## src/rtl/sequencer_rw_mgr_pkg.sv

```systemverilog
// Shared types and constants for the rw_mgr Avalon command-queue front-end:
// region decode, FSM state encodings and STATUS word layout.
package sequencer_rw_mgr_pkg;

  typedef enum logic [2:0] {
    RGN_CMD,
    RGN_CONFIG,
    RGN_CSTATE,
    RGN_STATUS,
    RGN_NONE
  } region_e;

  localparam logic [4:0] RGN_CODE_CMD    = 5'b01000;
  localparam logic [4:0] RGN_CODE_CONFIG = 5'b01001;
  localparam logic [4:0] RGN_CODE_CSTATE = 5'b01010;
  localparam logic [4:0] RGN_CODE_STATUS = 5'b01011;

  typedef enum logic {
    DISP_IDLE,
    DISP_EXEC
  } disp_state_e;

  typedef enum logic [1:0] {
    RD_IDLE,
    RD_WAIT,
    RD_DONE
  } rd_state_e;

  localparam int ST_OCC_LSB  = 0;
  localparam int ST_OCC_MSB  = 7;
  localparam int ST_BUSY     = 8;
  localparam int ST_TIMEOUT  = 9;
  localparam int ST_SPURIOUS = 10;
  localparam int ST_FULL     = 11;

  function automatic region_e decode_region(input logic [4:0] code);
    region_e rgn;
    case (code)
      RGN_CODE_CMD:    rgn = RGN_CMD;
      RGN_CODE_CONFIG: rgn = RGN_CONFIG;
      RGN_CODE_CSTATE: rgn = RGN_CSTATE;
      RGN_CODE_STATUS: rgn = RGN_STATUS;
      default:         rgn = RGN_NONE;
    endcase
    return rgn;
  endfunction

endpackage

```

## src/rtl/sequencer_rw_mgr_cmd_fifo.sv

```systemverilog
// Synchronous first-word-fall-through command FIFO. Flush can optionally
// retain the head entry, which is the command currently being executed.
module sequencer_rw_mgr_cmd_fifo #(
  parameter int WIDTH = 43,
  parameter int DEPTH = 4,
  parameter int CW    = $clog2(DEPTH) + 1
) (
  input  logic             clk,
  input  logic             rst_n,
  input  logic             push,
  input  logic [WIDTH-1:0] wdata,
  input  logic             pop,
  input  logic             flush,
  input  logic             keep_head,
  output logic [WIDTH-1:0] head,
  output logic             full,
  output logic             empty,
  output logic [CW-1:0]    count
);

  localparam int PW = $clog2(DEPTH);
  localparam logic [PW-1:0] PTR_ONE = PW'(1);

  logic [WIDTH-1:0] mem_r [DEPTH];
  logic [PW-1:0]    rd_ptr_r;
  logic [PW-1:0]    wr_ptr_r;
  logic [CW-1:0]    count_r;
  logic             do_push_s;
  logic             do_pop_s;

  assign full      = (count_r == CW'(DEPTH));
  assign empty     = (count_r == CW'(0));
  assign count     = count_r;
  assign head      = mem_r[rd_ptr_r];
  assign do_push_s = push && !full;
  assign do_pop_s  = pop && !empty;

  // Storage array; contents are don't-care until written, pointers define validity.
  always_ff @(posedge clk) begin
    if (do_push_s && !flush) begin
      mem_r[wr_ptr_r] <= wdata;
    end
  end

  // Pointer and occupancy tracking, including the head-preserving flush.
  always_ff @(posedge clk or negedge rst_n) begin
    if (!rst_n) begin
      rd_ptr_r <= '0;
      wr_ptr_r <= '0;
      count_r  <= '0;
    end else if (flush) begin
      if (do_pop_s) begin
        rd_ptr_r <= rd_ptr_r + PTR_ONE;
        wr_ptr_r <= rd_ptr_r + PTR_ONE;
        count_r  <= CW'(0);
      end else if (keep_head && !empty) begin
        wr_ptr_r <= rd_ptr_r + PTR_ONE;
        count_r  <= CW'(1);
      end else begin
        wr_ptr_r <= rd_ptr_r;
        count_r  <= CW'(0);
      end
    end else begin
      if (do_push_s) begin
        wr_ptr_r <= wr_ptr_r + PTR_ONE;
      end
      if (do_pop_s) begin
        rd_ptr_r <= rd_ptr_r + PTR_ONE;
      end
      case ({do_push_s, do_pop_s})
        2'b10:   count_r <= count_r + CW'(1);
        2'b01:   count_r <= count_r - CW'(1);
        default: count_r <= count_r;
      endcase
    end
  end

endmodule

```

## src/rtl/sequencer_rw_mgr_cmd_queue.sv

```systemverilog
// Avalon-MM slave front-end for the rw_mgr core: queued command dispatch,
// ordered core reads, STATUS/CTRL register and a done-timeout watchdog.
module sequencer_rw_mgr_cmd_queue
  import sequencer_rw_mgr_pkg::*;
#(
  parameter int AVL_DATA_WIDTH    = 32,
  parameter int AVL_ADDRESS_WIDTH = 16,
  parameter int CMD_FIFO_DEPTH    = 4,
  parameter int POSTED_WRITES     = 1,
  parameter int TIMEOUT_CYCLES    = 65535
) (
  input  logic                         avl_clk,
  input  logic                         avl_reset_n,
  input  logic [AVL_ADDRESS_WIDTH-1:0] avl_address,
  input  logic                         avl_write,
  input  logic [AVL_DATA_WIDTH-1:0]    avl_writedata,
  input  logic                         avl_read,
  output logic [AVL_DATA_WIDTH-1:0]    avl_readdata,
  output logic                         avl_waitrequest,
  output logic                         cmd_exec,
  output logic [AVL_ADDRESS_WIDTH-6:0] cmd_addr,
  output logic [AVL_DATA_WIDTH-1:0]    cmd_wdata,
  input  logic                         cmd_done,
  output logic                         config_reg_wr,
  output logic                         config_reg_rd,
  output logic                         param_rd,
  output logic                         cstate_rd,
  input  logic [AVL_DATA_WIDTH-1:0]    core_rdata
);

  localparam int AW  = AVL_ADDRESS_WIDTH;
  localparam int DW  = AVL_DATA_WIDTH;
  localparam int CAW = AW - 5;
  localparam int FW  = CAW + DW;
  localparam int CW  = $clog2(CMD_FIFO_DEPTH) + 1;
  localparam int TW  = (TIMEOUT_CYCLES > 1) ? $clog2(TIMEOUT_CYCLES) : 1;
  localparam logic [TW-1:0] TO_LAST = TW'(TIMEOUT_CYCLES - 1);

  region_e     region_s;
  disp_state_e disp_state_r, disp_next_s;
  rd_state_e   rd_state_r, rd_next_s;

  logic [FW-1:0] head_s;
  logic [CW-1:0] count_s;
  logic          full_s, empty_s, push_s, pop_s, flush_s, clr_s;
  logic          idle_all_s, to_hit_s, spur_s, cfg_wr_s, waitrequest_s;
  logic          np_pend_r, np_done_r, np_set_s, np_ack_s, np_last_pop_s;
  logic          timeout_r, spurious_r, rd_load_s, rd_wait_s;
  logic [TW-1:0] to_cnt_r;
  logic [DW-1:0] rd_data_s, status_s;

  assign region_s      = decode_region(avl_address[AW-1:AW-5]);
  assign idle_all_s    = empty_s && (disp_state_r == DISP_IDLE);
  assign flush_s       = avl_write && (region_s == RGN_STATUS) && avl_writedata[1];
  assign clr_s         = avl_write && (region_s == RGN_STATUS) && avl_writedata[0];
  assign np_last_pop_s = np_pend_r && pop_s && (count_s == CW'(1));

  sequencer_rw_mgr_cmd_fifo #(
    .WIDTH (FW),
    .DEPTH (CMD_FIFO_DEPTH),
    .CW    (CW)
  ) u_cmd_fifo (
    .clk       (avl_clk),
    .rst_n     (avl_reset_n),
    .push      (push_s),
    .wdata     ({avl_address[CAW-1:0], avl_writedata}),
    .pop       (pop_s),
    .flush     (flush_s),
    .keep_head (disp_state_r == DISP_EXEC),
    .head      (head_s),
    .full      (full_s),
    .empty     (empty_s),
    .count     (count_s)
  );

  // Dispatcher next-state: issue head, retire on done or watchdog expiry.
  always_comb begin
    disp_next_s = disp_state_r;
    pop_s       = 1'b0;
    to_hit_s    = 1'b0;
    spur_s      = 1'b0;
    case (disp_state_r)
      DISP_IDLE: begin
        spur_s = cmd_done;
        if (!empty_s && !flush_s) begin
          disp_next_s = DISP_EXEC;
        end else begin
          disp_next_s = DISP_IDLE;
        end
      end
      DISP_EXEC: begin
        if (cmd_done) begin
          pop_s       = 1'b1;
          disp_next_s = DISP_IDLE;
        end else if ((TIMEOUT_CYCLES != 0) && (to_cnt_r == TO_LAST)) begin
          pop_s       = 1'b1;
          to_hit_s    = 1'b1;
          disp_next_s = DISP_IDLE;
        end else begin
          disp_next_s = DISP_EXEC;
        end
      end
      default: disp_next_s = DISP_IDLE;
    endcase
  end

  // Dispatcher state and watchdog counter.
  always_ff @(posedge avl_clk or negedge avl_reset_n) begin
    if (!avl_reset_n) begin
      disp_state_r <= DISP_IDLE;
      to_cnt_r     <= '0;
    end else begin
      disp_state_r <= disp_next_s;
      if ((disp_state_r == DISP_EXEC) && (disp_next_s == DISP_EXEC)) begin
        to_cnt_r <= to_cnt_r + TW'(1);
      end else begin
        to_cnt_r <= '0;
      end
    end
  end

  // STATUS word assembly.
  always_comb begin
    status_s                         = '0;
    status_s[ST_OCC_MSB:ST_OCC_LSB]  = 8'(count_s);
    status_s[ST_BUSY]                = !idle_all_s;
    status_s[ST_TIMEOUT]             = timeout_r;
    status_s[ST_SPURIOUS]            = spurious_r;
    status_s[ST_FULL]                = full_s;
  end

  // Avalon request handling: write acceptance, read FSM and wait-state generation.
  always_comb begin
    waitrequest_s = 1'b0;
    push_s        = 1'b0;
    cfg_wr_s      = 1'b0;
    np_set_s      = 1'b0;
    np_ack_s      = 1'b0;
    rd_next_s     = rd_state_r;
    rd_load_s     = 1'b0;
    rd_data_s     = '0;
    if (avl_write) begin
      rd_next_s = RD_IDLE;
      case (region_s)
        RGN_CMD: begin
          if (POSTED_WRITES != 0) begin
            push_s        = !full_s;
            waitrequest_s = full_s;
          end else if (np_done_r) begin
            np_ack_s = 1'b1;
          end else if (np_pend_r) begin
            waitrequest_s = 1'b1;
          end else begin
            push_s        = !full_s;
            np_set_s      = !full_s;
            waitrequest_s = 1'b1;
          end
        end
        RGN_CONFIG: begin
          if (idle_all_s) begin
            cfg_wr_s = 1'b1;
          end else begin
            waitrequest_s = 1'b1;
          end
        end
        default: waitrequest_s = 1'b0;
      endcase
    end else if (avl_read) begin
      case (rd_state_r)
        RD_IDLE: begin
          waitrequest_s = 1'b1;
          case (region_s)
            RGN_CMD, RGN_CONFIG, RGN_CSTATE: begin
              if (idle_all_s) begin
                rd_next_s = RD_WAIT;
              end else begin
                rd_next_s = RD_IDLE;
              end
            end
            RGN_STATUS: begin
              rd_load_s = 1'b1;
              rd_data_s = status_s;
              rd_next_s = RD_DONE;
            end
            default: begin
              rd_load_s = 1'b1;
              rd_data_s = '0;
              rd_next_s = RD_DONE;
            end
          endcase
        end
        RD_WAIT: begin
          waitrequest_s = 1'b1;
          rd_load_s     = 1'b1;
          rd_data_s     = core_rdata;
          rd_next_s     = RD_DONE;
        end
        RD_DONE: begin
          waitrequest_s = 1'b0;
          rd_next_s     = RD_IDLE;
        end
        default: rd_next_s = RD_IDLE;
      endcase
    end else begin
      rd_next_s = RD_IDLE;
    end
  end

  // Read FSM state and read data register; readdata holds between reads.
  always_ff @(posedge avl_clk or negedge avl_reset_n) begin
    if (!avl_reset_n) begin
      rd_state_r   <= RD_IDLE;
      avl_readdata <= '0;
    end else begin
      rd_state_r <= rd_next_s;
      if (rd_load_s) begin
        avl_readdata <= rd_data_s;
      end
    end
  end

  // Sticky error bits (set beats clear) and legacy blocking-write tracking.
  always_ff @(posedge avl_clk or negedge avl_reset_n) begin
    if (!avl_reset_n) begin
      timeout_r  <= 1'b0;
      spurious_r <= 1'b0;
      np_pend_r  <= 1'b0;
      np_done_r  <= 1'b0;
    end else begin
      timeout_r  <= to_hit_s ? 1'b1 : (clr_s ? 1'b0 : timeout_r);
      spurious_r <= spur_s ? 1'b1 : (clr_s ? 1'b0 : spurious_r);
      // The blocked entry is always the youngest, so it retires when the last entry pops.
      np_pend_r  <= np_set_s ? 1'b1 : (np_last_pop_s ? 1'b0 : np_pend_r);
      np_done_r  <= np_ack_s ? 1'b0 : (np_last_pop_s ? 1'b1 : np_done_r);
    end
  end

  assign rd_wait_s       = avl_read && !avl_write && (rd_state_r == RD_WAIT);
  assign param_rd        = rd_wait_s && (region_s == RGN_CMD);
  assign config_reg_rd   = rd_wait_s && (region_s == RGN_CONFIG);
  assign cstate_rd       = rd_wait_s && (region_s == RGN_CSTATE);
  assign config_reg_wr   = cfg_wr_s;
  assign avl_waitrequest = waitrequest_s;
  assign cmd_exec        = (disp_state_r == DISP_EXEC);
  assign cmd_addr        = cmd_exec ? head_s[FW-1:DW] : '0;
  assign cmd_wdata       = cmd_exec ? head_s[DW-1:0] : '0;

endmodule
```

## config.mk

```make
export PLATFORM = sky130hd
export DESIGN_NAME = sequencer_rw_mgr_cmd_queue
export DESIGN_NICKNAME = d
export VERILOG_FILES = /design/src/rtl/sequencer_rw_mgr_pkg.sv /design/src/rtl/sequencer_rw_mgr_cmd_fifo.sv /design/src/rtl/sequencer_rw_mgr_cmd_queue.sv
export SDC_FILE = /design/constraint.sdc
export NUM_CORES = 1
export LEC_CHECK = 0
export BUFFER_PORTS_ARGS = -buffer_cell sky130_fd_sc_hd__clkbuf_2
export CORE_ASPECT_RATIO = 0.8
export CORE_MARGIN = 8
export CORE_UTILIZATION = 55
export CTS_CLUSTER_SIZE = 30
export DETAILED_ROUTE_END_ITERATION = 8
export GPL_TIMING_DRIVEN = 0
export MAX_ROUTING_LAYER = met4
export PLACE_DENSITY_LB_ADDON = 0.08
export SLEW_MARGIN = 20
export SYNTH_ARGS = -nofsm -noshare
export SYNTH_HDL_FRONTEND = slang
export SYNTH_SLANG_ARGS = --single-unit
```

## constraint.sdc

```tcl
create_clock -name avl_clk -period 3.45 [get_ports avl_clk]
set_clock_uncertainty 0.15 [all_clocks]
set_input_delay 0.69 -clock avl_clk [delete_from_list [all_inputs] [get_ports avl_clk]]
set_output_delay 0.69 -clock avl_clk [all_outputs]
set_load 0.01 [all_outputs]
```

[After elaboration in Yosys (flattened, before gate mapping)]
Memories as Yosys holds them, arrays and structs flattened.
Cells that the tools add are included.
Operators by class
  bitwise gates (word level): 1
  multiplexer cells: 50
  add/subtract/negate cells: 5
  eq/ne operators: 12
  reduce and logical (&&, ||, !) cells: 29
Operators by type and width (count)
  32-bit two-way mux: 3
  32-bit one-hot mux with 2 select lines: 1
  1-bit two-way mux: 28
  5-bit by 4-bit == test with 1-bit output, second input constant: 4
  16-bit by 1-bit adder with 16-bit output, second input constant: 1
  16-bit == test, second input constant: 1
  16-bit two-way mux: 1
  1-bit logical AND: 15
  2-bit two-way mux: 7
  12-bit two-way mux: 1
  3-bit one-hot mux with 4 select lines: 1
  11-bit two-way mux: 1
  3-bit by 2-bit == test with 1-bit output, second input constant: 2
  3-bit logical NOT: 2
  3-bit two-way mux: 2
  1-bit one-hot mux with 2 select lines: 3
  3-bit one-hot mux with 2 select lines: 1
  2-bit nonzero test: 3
  1-bit logical NOT: 5
  2-bit by 1-bit adder with 2-bit output, second input constant: 2
  2-bit by 1-bit == test with 1-bit output, second input constant: 2
  2-bit one-hot mux with 2 select lines: 1
  3-bit by 1-bit adder with 3-bit output, second input constant: 1
  3-bit by 1-bit == test with 1-bit output, second input constant: 1
  other kinds (8): 8
Word-level totals
  register bits: 60
  memory bits (writable): 172
  input bits: 85
  memories: 1
  output and inout port bits: 81
Memories
  u_cmd_fifo.mem_r: depth 4, width 43, read ports 1, clocked after Yosys merged registers in 0, write ports 1, RTL line sequencer_rw_mgr_cmd_fifo.sv:24  | logic [WIDTH-1:0] mem_r [DEPTH];

[Depth between registers and ports, before layout]
  depth after elaboration: 11
  depth in mapped cells: 10

[Cells and area by module]
A second synthesis with hierarchy kept.
Second synthesis, totals
  cells, all modules: 534
  area total of the unflattened synthesis: 9376.5 um2
Modules (own cells, without submodules)
  sequencer_rw_mgr_cmd_fifo: instances 1, seq. area each 5340.1 um2, area an instance 6764.0 um2, cells an instance 284
  sequencer_rw_mgr_cmd_queue: instances 1, seq. area each 1326.3 um2, area an instance 2612.5 um2, cells an instance 250

[Worst setup path after synthesis]
Ideal clock, no wire load.
  path type: input port to flip-flop
  start point: in avl_address[13]
  end point: mem u_cmd_fifo.mem_r[1][0] (enable)
  arrival time: 2.755 ns
  stages: 4
  path buffers: 1
  data required time: 2.895 ns
  library setup time: 0.405 ns
  path slack: 0.140 ns
  cell sequence: or3b_1 > buf_6 > nor4_4 > and2_1
On the way
  cells in the longest elaborated chain, start to end: 9
  elaborated cells between the ends (all ways): 16
Ends and longest elaborated chain
  start, declared: RTL line sequencer_rw_mgr_cmd_queue.sv:14  | input logic [AVL_ADDRESS_WIDTH-1:0] avl_address,
  5-bit by 4-bit == test with 1-bit output: RTL line sequencer_rw_mgr_pkg.sv:38  | case (code)
  3-bit one-hot mux with 4 select lines (*): RTL line sequencer_rw_mgr_pkg.sv:38
  3-bit logical NOT or 3-bit by 2-bit == test with 1-bit output (tied branches): RTL line sequencer_rw_mgr_cmd_queue.sv:144, sequencer_rw_mgr_cmd_queue.sv:54
  1-bit two-way mux or 1-bit logical AND (tied branches): RTL line sequencer_rw_mgr_cmd_queue.sv:144, sequencer_rw_mgr_cmd_queue.sv:54
  1-bit two-way mux or 1-bit logical AND (tied branches): RTL line sequencer_rw_mgr_cmd_queue.sv:142, sequencer_rw_mgr_cmd_queue.sv:54
  1-bit logical AND or 1-bit logical NOT (tied branches): RTL line sequencer_rw_mgr_cmd_fifo.sv:35, sequencer_rw_mgr_cmd_fifo.sv:40
  1-bit logical AND (*): RTL line sequencer_rw_mgr_cmd_fifo.sv:40  | if (do_push_s && !flush) begin
  1-bit two-way mux (*): RTL line sequencer_rw_mgr_cmd_fifo.sv:40
  1-bit two-way mux (not written as such) (*): RTL line sequencer_rw_mgr_cmd_fifo.sv:41  | mem_r[wr_ptr_r] <= wdata;
  end, declared: RTL line sequencer_rw_mgr_cmd_fifo.sv:24
Every way passes the cells marked *; elsewhere a longest branch is shown, timed or not.

[Final worst setup path]
  start point: reg u_cmd_fifo.rd_ptr_r[0]
  end point: out cmd_wdata[12]
On the way
  cells in the longest elaborated chain, start to end: 2
Ends and longest elaborated chain
  start, declared: RTL line sequencer_rw_mgr_cmd_fifo.sv:25  | logic [PW-1:0] rd_ptr_r;
  start signal, assigned: RTL line sequencer_rw_mgr_cmd_fifo.sv:53  | rd_ptr_r <= rd_ptr_r + PTR_ONE;
  start signal, assigned: RTL line sequencer_rw_mgr_cmd_fifo.sv:68  | rd_ptr_r <= rd_ptr_r + PTR_ONE;
  memory read 4 x 43 bit
  32-bit two-way mux: RTL line sequencer_rw_mgr_cmd_queue.sv:246  | assign cmd_wdata = cmd_exec ? head_s[DW-1:0] : '0;
  end, declared: RTL line sequencer_rw_mgr_cmd_queue.sv:22  | output logic [AVL_DATA_WIDTH-1:0] cmd_wdata,
No other way between the ends.

==> impl_summary.md <==
Run status
The flow ran to the end, and the final reports show no timing, DRC or antenna violations.

Clocking
The number of clock buffers added by TritonCTS is 24. Clock-pin slew was measured on the worst setup and hold paths at about 0.06 ns. The clock latency at the later pin of the worst-skew pair is 0.51 ns. The clock passes through at most 3 buffers. The number of sinks handled by clock tree synthesis is around 230. The clock tree from TritonCTS is yes. The buffers inserted during post-CTS setup optimization is 0. The number of levels in the clock H-tree is 1. The root buffer cell is sky130_fd_sc_hd__clkbuf_16.

Layout
Registers take roughly 6700 sq um. Of the cells placed in the final design, the portion with a size suffix greater than 1 is 0.351. The relative area change from synthesis to final layout is 21.0%.

The final cell count without fillers is around 960. The total of fill cells in the finished design is around 1,200. The most common cell after layout, fill and taps aside is sky130_fd_sc_hd__edfxtp_1.

In the layout the commonest cells are 172 x sky130_fd_sc_hd__edfxtp_1, 168 x sky130_fd_sc_hd__clkbuf_2, 60 x sky130_fd_sc_hd__dfrtp_1. For this run, the post-layout net count is a little over 800. The multi-input gate area in the final layout is between 2000 and 2500 sq um. The number of antenna repair diodes is 0.

Synth
Dividing the synthesized area by the synthesized cell count gives around 18 sq um. The count of distinct cell types in the synthesized netlist is 46. After synthesis the netlist holds a flip-flop and latch count of between 200 and 250. The cell area after synthesis is 9240 sq um. Among all flip-flop cells after synthesis, the most frequent one is sky130_fd_sc_hd__edfxtp_1. Counting flops with a built-in enable in the synthesized netlist gives ~170. The proportion of synthesized flip-flops having asynchronous set or reset is 0.259.

For this run, the number of Yosys warnings is 0. The share of the Yosys chip area taken by registers is 0.722. The number of nets in the synthesized netlist is 618.

After technology mapping, the gate count stands at roughly 530.

Timing
The final sum of negative setup slack is 0 ns. The final count of pins violating max slew is 0. The headroom to the max-slew limit is 0.332. The setup violation total in the final timing report is 0. At the pin with the least slew margin, the transition time is 0.993 ns. The portion of the clock cycle consumed by the worst path in the final layout is 0.943. The maximum clock frequency is ~310 MHz. The final period demand of the worst path is around 3.3 ns. The final hold violation count is 0.

Placed design
The congestion estimate from routability-driven global placement came to around 0.83. During placement, the flow inserted port buffers numbering 165. Detailed placement finished with a half-perimeter wire length of between 10 and 15 mm.

In this run, placement finished with an instance count of 912.

Setup path
The end of the worst register-to-register path is u_cmd_fifo.count[2]. Tracing the worst setup path back leads to its startpoint at u_cmd_fifo.rd_ptr_r[0]. The largest fanout on the critical path is 10. Counting cells, the worst reg-to-reg path comes to 8. The minimum setup slack among reg-to-reg paths is about 0.6 ns. The kind of critical path is register to output port.

STA classifies the critical path startpoint as a register. Data on the critical path is required at its endpoint by 2.61 ns. The startpoint identified for the worst register-to-register timing path is to_cnt_r[7]. The critical path ends at cmd_wdata[12].

The sort of element at the end of the critical path is an output port. For the worst setup path, the data arrival time is 2.41 ns.

Global routing
The via count of the first global-routing pass was roughly 5,600. The global-route usage over all layers is 0.183. The total congestion overflow after global routing is 0. The pin count of the biggest net entering global routing is 49.

The number of antenna violations at the first check in global routing is 0. The wire length of the first global-routing pass is 30.1 mm.

Pwr
The leakage power is about 4.3 nW. The cell area power density is a little under 700 nW/um^2. Cell internal power was estimated by the tool at between 5 and 6 mW. Of the total power, the clock network draws 0.328. The worst vdd rail ir drop is ~0.50 mV. Summed over all nets, the switching power comes to approximately 2.1 mW. The sequential fraction of design power is 0.412. The share of total power dissipated in combinational logic is 0.260. Of the total power, the share spent switching nets is 0.272.

Floorplan
The die span in y is approximately 130 um. The floorplan row count is 42. The effective utilization at floorplan is 0.560. The number of placed I/O pins is around 170. The die is approximately 160 um wide. The floorplan step defined a die boundary enclosing ~21,000 sq um. The core region is between 15,000 and 20,000 sq um.

Routing
The detailed router finished its first iteration with 423 violations. The mean number of vias per cell is approximately 5.5. After detailed routing, the number of remaining DRC violations is 0.

The remaining antenna violation count after routing is 0. The number of search-and-repair iterations in the first detailed-routing pass is 5. After detailed routing, the average wire length per cell comes to approximately 20 um. The sum of routed wire length over all layers is 19.1 mm. The routed layout has 5,253 vias.

Hold path
The worst hold path belongs to the class primary input to register.

Job
Max-cap violations in this run came to 0.
worst min-delay path by stage:
stage / start / end / slack [ns] / depth (start not counted)
floorplan: avl_reset_n / avl_readdata[0] / 0.24 / 0
global placement: avl_readdata[8] / avl_readdata[8] / 0.32 / 2
detailed placement: avl_readdata[1] / avl_readdata[1] / 0.32 / 2
CTS: avl_writedata[25] / u_cmd_fifo.mem_r[2][25] / 0.23 / 1
global route: avl_writedata[25] / u_cmd_fifo.mem_r[1][25] / 0.24 / 1
finish: avl_writedata[25] / u_cmd_fifo.mem_r[1][25] / 0.25 / 1
synth_stat cells (2+ instances only):
master / instances / area share
sky130_fd_sc_hd__a21oi_1: 2 / 0.0011
sky130_fd_sc_hd__a22o_1: 25 / 0.024
sky130_fd_sc_hd__a22oi_1: 8 / 0.0065
sky130_fd_sc_hd__and2_1: 45 / 0.030
sky130_fd_sc_hd__and2_2: 2 / 0.0016
sky130_fd_sc_hd__and3_1: 3 / 0.0020
sky130_fd_sc_hd__buf_1: 2 / 0.00081
sky130_fd_sc_hd__buf_2: 3 / 0.0016
sky130_fd_sc_hd__clkbuf_1: 19 / 0.0077
sky130_fd_sc_hd__dfrtp_1: 60 / 0.16
sky130_fd_sc_hd__edfxtp_1: 172 / 0.56
sky130_fd_sc_hd__ha_1: 6 / 0.0081
sky130_fd_sc_hd__inv_1: 11 / 0.0045
sky130_fd_sc_hd__mux4_2: 43 / 0.10
sky130_fd_sc_hd__nand2_1: 17 / 0.0069
sky130_fd_sc_hd__nand2b_1: 4 / 0.0027
sky130_fd_sc_hd__nand3_1: 6 / 0.0033
sky130_fd_sc_hd__nand4_1: 5 / 0.0034
sky130_fd_sc_hd__nor2_1: 20 / 0.0081
sky130_fd_sc_hd__nor2b_1: 2 / 0.0014
sky130_fd_sc_hd__nor3_1: 11 / 0.0060
sky130_fd_sc_hd__nor3b_1: 3 / 0.0024
sky130_fd_sc_hd__nor4_1: 4 / 0.0027
sky130_fd_sc_hd__o21ai_0: 9 / 0.0049
sky130_fd_sc_hd__o31ai_1: 3 / 0.0024
sky130_fd_sc_hd__or3_1: 2 / 0.0014
sky130_fd_sc_hd__or3b_2: 2 / 0.0019
sky130_fd_sc_hd__or4_1: 2 / 0.0016
sky130_fd_sc_hd__xnor2_1: 13 / 0.012
sky130_fd_sc_hd__xor2_1: 6 / 0.0057
critical path, cell delays in order, from the launching register on:
cell	delay [ns]
sky130_fd_sc_hd__dfrtp_1	0.34
sky130_fd_sc_hd__buf_2	0.32
sky130_fd_sc_hd__buf_2	0.41
sky130_fd_sc_hd__mux4_2	0.55
sky130_fd_sc_hd__and2_1	0.17
sky130_fd_sc_hd__clkbuf_2	0.12
power groups by stage:
stage | sequential (mW) | clock [mW] | combinational [mW]
final | 3.14 | 2.50 | 1.98
after global routing | 3.15 | 2.66 | 2.18
after CTS | 3.14 | 2.56 | 2.02
after detailed placement | 3.20 | 0 | 2.01
after global placement | 3.19 | 0 | 1.97
after floorplan | 3.19 | 0 | 1.32
cells by family after synthesis:
logic type	Yosys count	share of synthesized area
flops	232	0.722
compound gates	54	0.0459
xor+xnor	19	0.0180
fa+ha+maj	7	0.0103
mux	43	0.105
buf+inv	36	0.0158
simple gates	135	0.0836
area by class of cell:
type                       instances  share of cell area
multi-input combinational        258               0.218
clock buffer                      38              0.0621
clock inverter                     6             0.00694
timing repair buffer             167              0.0775
tap                              220              0.0246
buffer                            25              0.0107
sequential                       232               0.597
inverter                          11             0.00369
what timing repair did:
item,4_1_cts,5_1_grt
gates resized for setup,1,10
pin swaps,0,0
endpoints found under the hold margin,12,0
endpoints found under the setup margin,6,26
hold buffers,1,0
state kept, by name, summed over array words and instances (netlist names):
register and count:
to_cnt_r 16, u_cmd_fifo.count 3, u_cmd_fifo.rd_ptr_r 2, rd_state_r 2, spurious_r 1, avl_readdata 32
u_cmd_fifo.mem_r 172, cmd_exec 1, u_cmd_fifo.wr_ptr_r 2, timeout_r 1
per-stage QoR:
stage / total power, mW / setup slack [ns] / hold slack, ns / area, sq um / util
floorplan: 4.50 / 0.140 / 0.244 / 9240 / -
global route: 8.00 / -0.00681 / 0.238 / 11200 / 0.677
CTS: 7.73 / 0.00817 / 0.227 / 11200 / 0.676
global placement: 5.17 / -0.832 / 0.321 / 10300 / 0.627
finish: 7.62 / 0.197 / 0.251 / 11200 / 0.677
detailed placement: 5.20 / 0.301 / 0.324 / 10400 / 0.629
routing by layer:
metal | up-vias | GRT usage | wire, um
li1 | 2436 | - | -
met1 | 2635 | 0.230 | 8040
met2 | 157 | 0.298 | 9480
met3 | 25 | 0.0446 | 1310
met4 | 0 | 0.0426 | 329
met5 | - | - | 0
No activity file was read; power rests on OpenSTA's default activity.
